<file path="config.mk">
export PLATFORM = sky130hd
export DESIGN_NAME = steering_ramp
export DESIGN_NICKNAME = d
export VERILOG_FILES = /design/src/rtl/steering_ramp.sv
export SDC_FILE = /design/constraint.sdc
export NUM_CORES = 1
export LEC_CHECK = 0
export BUFFER_PORTS_ARGS = -buffer_cell sky130_fd_sc_hd__buf_4
export CORE_MARGIN = 2
export CORE_UTILIZATION = 30
export CTS_BUF_LIST = sky130_fd_sc_hd__clkbuf_4 sky130_fd_sc_hd__clkbuf_8 sky130_fd_sc_hd__clkbuf_16
export DETAILED_ROUTE_END_ITERATION = 6
export SLEW_MARGIN = 20
export SYNTH_ARGS = -nofsm -noshare
export SYNTH_HDL_FRONTEND = slang
export SYNTH_SLANG_ARGS = --single-unit
</file>
<file path="constraint.sdc">
create_clock -name clk -period 3.36 [get_ports clk]
set_clock_uncertainty 0.2 [all_clocks]
set_input_delay 0.84 -clock clk [delete_from_list [all_inputs] [get_ports clk]]
set_output_delay 0.84 -clock clk [all_outputs]
set_load 0.01 [all_outputs]
</file>
<file path="src/rtl/steering_ramp.sv">
// Slew-limited steering command shaper: duty moves one LSB per STEP_DIV clocks, and a
// reversal brakes to zero, holds DEAD_CYCLES at zero, then flips the direction bit.
module steering_ramp #(
    parameter int COUNT_SIZE  = 4,
    parameter int STEP_DIV    = 16,
    parameter int DEAD_CYCLES = 8
) (
    input  logic        clk,
    input  logic        reset,
    input  logic [31:0] cmd_in,
    output logic [31:0] cmd_out,
    output logic        busy,
    output logic        at_target
);
    localparam int TW = (STEP_DIV > 1) ? $clog2(STEP_DIV) : 1;
    localparam int DW = $clog2(DEAD_CYCLES + 1) + 1;

    typedef enum logic [1:0] {S_IDLE, S_RAMP, S_BRAKE, S_DEAD} state_t;

    state_t                r_state;
    logic                  r_tgt_soft;
    logic                  r_tgt_dir;
    logic [COUNT_SIZE-1:0] r_tgt_duty;
    logic                  r_soft_out;
    logic                  r_cur_dir;
    logic [COUNT_SIZE-1:0] r_cur_duty;
    logic [TW-1:0]         r_tick;
    logic [DW-1:0]         r_dead_cnt;

    state_t                w_state_nxt;
    logic                  w_dir_nxt;
    logic [COUNT_SIZE-1:0] w_duty_nxt;
    logic [DW-1:0]         w_dead_nxt;
    logic                  w_step;
    logic                  w_dir_mis;
    logic [COUNT_SIZE-1:0] w_duty_up;
    logic [COUNT_SIZE-1:0] w_duty_dn;
    logic                  w_unused;

    assign w_unused  = ^cmd_in[29:COUNT_SIZE];
    assign w_step    = (r_tick == TW'(STEP_DIV - 1));
    assign w_dir_mis = (r_tgt_dir != r_cur_dir);
    // Saturating neighbours of the current duty; the ramp never wraps.
    assign w_duty_up = (r_cur_duty == '1) ? r_cur_duty : r_cur_duty + COUNT_SIZE'(1);
    assign w_duty_dn = (r_cur_duty == '0) ? r_cur_duty : r_cur_duty - COUNT_SIZE'(1);

    always_comb begin
        w_state_nxt = r_state;
        w_dir_nxt   = r_cur_dir;
        w_duty_nxt  = r_cur_duty;
        w_dead_nxt  = r_dead_cnt;
        case (r_state)
            S_IDLE: begin
                if (w_dir_mis) begin
                    w_dead_nxt  = '0;
                    w_state_nxt = (r_cur_duty != '0) ? S_BRAKE : S_DEAD;
                end else if (r_cur_duty != r_tgt_duty) begin
                    w_state_nxt = S_RAMP;
                end
            end
            S_RAMP: begin
                if (w_dir_mis) begin
                    w_dead_nxt  = '0;
                    w_state_nxt = (r_cur_duty != '0) ? S_BRAKE : S_DEAD;
                end else if (r_cur_duty == r_tgt_duty) begin
                    w_state_nxt = S_IDLE;
                end else if (w_step) begin
                    w_duty_nxt = (r_cur_duty < r_tgt_duty) ? w_duty_up : w_duty_dn;
                    if (w_duty_nxt == r_tgt_duty) begin
                        w_state_nxt = S_IDLE;
                    end
                end
            end
            S_BRAKE: begin
                if (!w_dir_mis) begin
                    w_state_nxt = S_RAMP;
                end else if (r_cur_duty == '0) begin
                    w_dead_nxt  = '0;
                    w_state_nxt = S_DEAD;
                end else if (w_step) begin
                    w_duty_nxt = w_duty_dn;
                    if (w_duty_dn == '0) begin
                        w_dead_nxt  = '0;
                        w_state_nxt = S_DEAD;
                    end
                end
            end
            S_DEAD: begin
                w_duty_nxt = '0;
                // A target that returns to the current direction abandons the flip.
                if (!w_dir_mis) begin
                    w_dead_nxt  = '0;
                    w_state_nxt = (r_tgt_duty == '0) ? S_IDLE : S_RAMP;
                end else if (r_dead_cnt == DW'(DEAD_CYCLES)) begin
                    w_dir_nxt   = r_tgt_dir;
                    w_dead_nxt  = '0;
                    w_state_nxt = (r_tgt_duty == '0) ? S_IDLE : S_RAMP;
                end else begin
                    w_dead_nxt = r_dead_cnt + DW'(1);
                end
            end
            default: w_state_nxt = S_IDLE;
        endcase
    end

    always_ff @(posedge clk) begin
        if (reset) begin
            r_state    <= S_IDLE;
            r_tgt_soft <= 1'b0;
            r_tgt_dir  <= 1'b0;
            r_tgt_duty <= '0;
            r_soft_out <= 1'b0;
            r_cur_dir  <= 1'b0;
            r_cur_duty <= '0;
            r_tick     <= '0;
            r_dead_cnt <= '0;
        end else begin
            r_tgt_soft <= cmd_in[31];
            r_tgt_dir  <= cmd_in[30];
            r_tgt_duty <= cmd_in[COUNT_SIZE-1:0];
            if (r_tgt_soft) begin
                r_soft_out <= 1'b1;
                r_state    <= S_IDLE;
                r_cur_dir  <= 1'b0;
                r_cur_duty <= '0;
                r_tick     <= '0;
                r_dead_cnt <= '0;
            end else begin
                r_soft_out <= 1'b0;
                r_state    <= w_state_nxt;
                r_cur_dir  <= w_dir_nxt;
                r_cur_duty <= w_duty_nxt;
                r_tick     <= w_step ? '0 : r_tick + TW'(1);
                r_dead_cnt <= w_dead_nxt;
            end
        end
    end

    assign cmd_out   = {r_soft_out, r_cur_dir, {(30 - COUNT_SIZE){1'b0}}, r_cur_duty};
    assign busy      = (r_state != S_IDLE);
    assign at_target = (r_state == S_IDLE) && !w_dir_mis && (r_cur_duty == r_tgt_duty);

endmodule

</file>
* Word-level counts from Yosys, hierarchy flattened
Cells that the tools add are included.
Operators by class: $add $sub $neg 4, $lt $le $gt $ge 1, equality and inequality tests 25, multiplexer cells 34, reductions and logical operators 17
Operators by type and width (number):
- two-way mux 4 bit | 9
- two-way mux 5 bit | 7
- two-way mux 2 bit | 12
- inequality test 4 bit (second input constant) | 4
- case mux 5 bit (3 select lines) | 1
- zero test 4 bit | 3
- inequality test 2 bit (second input constant) | 6
- inequality test 3 bit (second input constant) | 4
- case mux 4 bit (3 select lines) | 1
- adder 4 x 1 -> 4 bit (second input constant) | 2
- equality test 4 bit | 2
- equality test 4 bit (second input constant) | 2
- case mux 2 bit (4 select lines) | 1
- AND reduction 7 bit | 1
- AND reduction 6 bit | 1
- adder 5 x 1 -> 5 bit (second input constant) | 1
- equality test 5 x 4 -> 1 bit (second input constant) | 1
- equality test 2 bit (second input constant) | 2
- < comparator 4 bit | 1
- inequality test 4 bit | 1
- AND reduction 4 bit | 1
- nonzero test 4 bit | 1
- OR reduction 2 bit | 2
- subtractor 4 x 1 -> 4 bit (second input constant) | 1
- 11 further kinds | 14
Word-level totals: register bits after elaboration 23, bits of input ports 34, output and inout port bits 34, word-level logic and storage cells 90

* Longest topological paths before layout
depth in word-level cells 9, mapped depth 9

* Worst setup path before layout
OpenSTA, ideal clock, no wires.
kind reg-to-reg, start reg r_cur_duty[0], end reg r_state[0], setup time 0.072 ns, arrival time 2.305 ns, required time 3.088 ns, path slack 0.783 ns, stages on the path, launching flop included 10, path buffers 0, cell sequence dfxtp_1 -> inv_2 -> ha_1 -> inv_1 -> nor4_1 -> a2111oi_0 -> nor4_1 -> o21ai_1 -> o41ai_2 -> mux2i_1
On the way: word-level cells in the longest chain between the ends 6
Ends and longest elaborated chain:
- start: declaration | line 26 | logic [COUNT_SIZE-1:0] r_cur_duty;
- start signal: assignment | line 132 | r_cur_duty <= w_duty_nxt;
- subtractor 4 x 1 -> 4 bit (tied with other cells) | line 45 | assign w_duty_dn = (r_cur_duty == '0) ? r_cur_duty : r_cur_duty - COUNT_SIZE'(1);
- two-way mux 4 bit (on tied branches) | line 45, 44
- two-way mux 4 bit | line 68 | w_duty_nxt = (r_cur_duty < r_tgt_duty) ? w_duty_up : w_duty_dn;
- equality test 4 bit | line 69 | if (w_duty_nxt == r_tgt_duty) begin
- inequality test 4 bit (no source line)
- AND reduction 6 bit (no source line)
- end signal: assignment | line 130 | r_state <= w_state_nxt;
- end: declaration | line 20 | state_t r_state;
Parallel ways exist; a longest one is shown, timed or not. A chain may end at the register's enable or synchronous reset.

* Worst setup path in the final report
start reg r_cur_duty[1], end reg r_state[0]
Same word-level chain as after synthesis.

==> results.txt <==
- Combinational cells account for 19.8% of the total power.
* Number of synthesized register bits: 23
* Number of hold-slack violations in the final timing report: 0
- Top area cells in the synthesized netlist: dfxtp_1 27%, buf_4 13%, ha_1 6.7%
* Number of fill cells: 579
- The routed design uses 175 um of met3 wire.
* Share of the clock period used by the worst path after layout: 85.7%
- Tot GR Track Use: 10.5%
* Cell-internal power: 416 uW
- The worst setup path is captured at a register.
- The wire-length estimate of the detail-placed layout is 2.47 mm.
- Part of the total power dissipated in sequential elements: 50.5%
* Unique cell type count in the Yosys netlist: 50
- Number of levels in the clock H-tree: 1
- In this run the remaining antenna-violating nets after routing total 0.
- Counting along the longest clock path gives a buffer depth of 2.
- In the final layout, the multi-input gates occupy 1050 sq um.
- For this run, the share of the core covered by cells in the final layout is 33.1%.
* Number of buffers created by CTS: 3
* CP Launch Point: r_cur_duty[1]$_SDFFE_PP0P_
- Number of vias per cell after detailed routing: 4.63
- The initial antenna violation count came to 0.
- Top delay family on crit path: compound AO/OA/AOI/OAI gates
* CP max stage delay: 0.47 ns
- Final setup violation count: 0
* Total power density per cell area: 323 nW/um^2
- After the last flow step, the layout net total stands at 255.
* Wl on met1: 1.47 mm
- Die ar.: 6230 sq um
* Maximum VDD drop: 0.000282 V
- After detailed routing, no signal wire sits above met4.
* Post-Synth Adder-Cell Area: 6.68%
- Number of resized instances in the post-cts repair step: 0
* Startpoint of the lowest-slack hold path: r_tick[0]$_SDFF_PP0_
- Residual overflow from global routing: 0
- Later-pin clock latency in the skew report: 0.26 ns
* Slowest stage cell, crit path: dfxtp_1
- Setup repair after global routing left no endpoint under its margin.
- In the synthesized netlist the dominant register cell turns out to be dfxtp_1.
- Die extent in y: 79.0 um
- Summed over all nets, wire length on met2 after detailed routing comes to 1.46 mm.
- The startpoint identified for the worst register-to-register timing path is r_cur_duty[1]$_SDFFE_PP0P_.
- The area growth from synthesis to layout is 7.50%.
- Buffers added to address setup during post-CTS repair amount to 0.
- In this run switching power makes up 28.9% of total power.
- Storage element area: 460 sq um
* Post-synthesis xor/xnor area fraction: 6.24%
* Fraction of final layout cells with drive strength greater than 1: 15.6%
- Simple-Gate Fraction of Synth Area: 23.2%
- Summing the areas of all compound-gate instances in the mapped netlist gives 13.4% of the synthesized area.
- The critical path goes through inv_1, ha_1, inv_1, nor4_1, a2111oi_0, nor4_1, o21ai_1, o41ai_2, mux2i_1.
- WP data arrival: 2.88 ns
* Setup TNS after final layout: 0 ns
- The floorplan step defined a core boundary enclosing 5470 sq um.
* Initial cell density of the core: 30.8%
* Switch Pwr: 169 uW
- The floorplan step set the die width to 79.0 um.
- In this run the tightest slew margin relative to its limit is 61.6%.
- Post-CTS Hold Fix Bufs: 0
* Clock period minus final worst setup slack: 2.88 ns
- At the pin with the least slew margin, the transition time is 0.572 ns.
- The detailed router finished its first iteration with 65 violations.
- Share of the synthesized area in the top cell type: 27.3%
- Maximum number of pins on one net before global-route repair: 15
- Highest net fanout along the worst path: 7
* Area of the mapped netlist: 1690 sq um
- The via count of the first global-routing pass came to 1148.
* Clock power share: 29.8%
- Post-synth ARST share: 0%
- Number of warnings reported in the yosys synthesis log: 0
- In the final routed layout, each cell accounts on average for 11.0 um.
* Portion of netlist area occupied by mux cells: 6.83%
- TritonCTS built the clock tree.
- The number of antenna diodes in the final layout is 0.
- The cell sitting at the root of the clock tree is a clkbuf_8.
* First-pass iteration count of the detailed router: 4
- Number of enable flip-flop cells after synthesis: 0
- Together, buffers and inverters on the worst path number 2.
- Count of clock tree sinks: 23
- Crit start category: register
* DR DRC count: 0
- Library cell occupying the most area in the post-synthesis netlist: dfxtp_1
- The routed layout has 1311 vias.
- Max-cap violations in this run came to 0.
* Worst reg-to-reg setup slack: 0.48 ns
* Static Leak: 0.000787 uW
- The average instance in the mapped netlist occupies 8.51 sq um.
- Data required time at the worst endpoint: 3.35 ns
- At the end of routability-driven placement, the weighted congestion stood at 0.859.
- 68 I/O pins were placed.
- Count of final max-slew check failures: 0
- Count of standard-cell rows: 27
- The final layout contains routed wiring with a total length of 3.11 mm.
- Input and output buffers added on the ports amount to 15.
- Sequential element share of the synthesized area: 27.3%
* Maximum clock rate: 347 MHz
- Main combinational cell family by area after synthesis: simple AND/OR/NAND/NOR gates
- Outcome: completed
- Global-route wire length before repair: 5.40 mm
- After clock tree synthesis, the clock-pin slew on the worst setup and hold paths is 0.08 ns.
- Class of the tightest hold or removal check: reg2reg
* Synthesized netlist cell count: 198
* Critical path class: reg2reg
==> final timing paths <==
path | endpoint | cells past startpoint
worst max register to register | r_state[0]$_SDFFE_PP0P_ | 9
worst min-delay path | r_tick[0]$_SDFF_PP0_ | 1
worst min register to register | r_tick[0]$_SDFF_PP0_ | 1
worst max-delay path | r_state[0]$_SDFFE_PP0P_ | 9
==> flip-flops by register name, indices dropped and copies added (netlist names) <==
register / flops
r_tick: 4
r_tgt_soft: 1
r_dead_cnt: 5
r_cur_duty: 4
r_state: 2
r_soft_out: 1
r_cur_dir: 1
r_tgt_dir: 1
r_tgt_duty: 4
==> placed cells by master (no fill, tap or decap), types with 2 or more instances in the layout <==
cell / n
conb_1: 26
dfxtp_1: 23
nor2_1: 20
buf_4: 17
nand2_1: 13
inv_1: 9
ha_1: 9
o21ai_0: 7
nor2b_1: 7
mux2i_1: 7
xor2_1: 7
xnor2_1: 5
nor3_1: 4
and3_1: 4
nand3_1: 4
nand4_1: 3
a21oi_1: 3
nor4_1: 3
clkbuf_8: 3
or2_2: 2
nand2b_1: 2
or4_1: 2
mux2_2: 2
o22ai_1: 2
a211oi_1: 2
==> power groups by stage <==
stage / logic [uW] / clock network (uW) / registers (uW)
after global routing: 130 / 191 / 297
after CTS: 116 / 184 / 295
final: 116 / 174 / 296
after global placement: 115 / 0 / 301
after detailed placement: 116 / 0 / 301
after floorplan: 115 / 0 / 294
==> Yosys cell counts (all sizes together), types with 5 or more instances <==
cell and count:
buf 30, dfxtp 23, nor2 20, nand2 13
inv 10, ha 9, nor2b 8, o21ai 8
mux2i 7, xor2 7, xnor2 5
==> final cells by class <==
class	instances	area share [%]
Timing Repair Buffer	17	7.04
Clock buffer	3	2.28
Inverter	10	2.07
Tap cell	72	4.97
Multi-Input combinational cell	157	57.8
Sequential cell	23	25.4
Clock inverter	1	0.414
==> through the flow <==
stage | setup slack, ns | cell area [sq um] | power [uW] | std cells | hold WS [ns]
floorplan | 0.783 | 1780 | 409 | 223 | 0.217
global placement | 0.471 | 1760 | 416 | 279 | 0.236
detailed placement | 0.479 | 1760 | 417 | 279 | 0.249
CTS | 0.450 | 1810 | 595 | 283 | 0.262
global route | 0.132 | 1810 | 618 | 283 | 0.283
finish | 0.479 | 1810 | 586 | 283 | 0.262
==> kinds of logic after synthesis <==
logic type | after synthesis
other cells | 1
buf+inv | 43
compound gates | 29
fa+ha+maj | 9
mux | 10
xor+xnor | 12
flops | 23
simple gates | 71
==> worst reg2reg max path, cell delays in order, from the launching register on <==
cell	delay, ns
dfxtp_1	0.47
inv_1	0.14
ha_1	0.40
inv_1	0.11
nor4_1	0.32
a2111oi_0	0.17
nor4_1	0.29
o21ai_1	0.13
o41ai_2	0.36
mux2i_1	0.22
==> per-layer routing <==
metal / vias up / track usage (%)
met4: 0 / 1.55
met3: 2 / 1.93
met5: - / 0
met1: 598 / 14.2
li1: 665 / -
met2: 46 / 17.8
(Power assumes the default switching activity.)
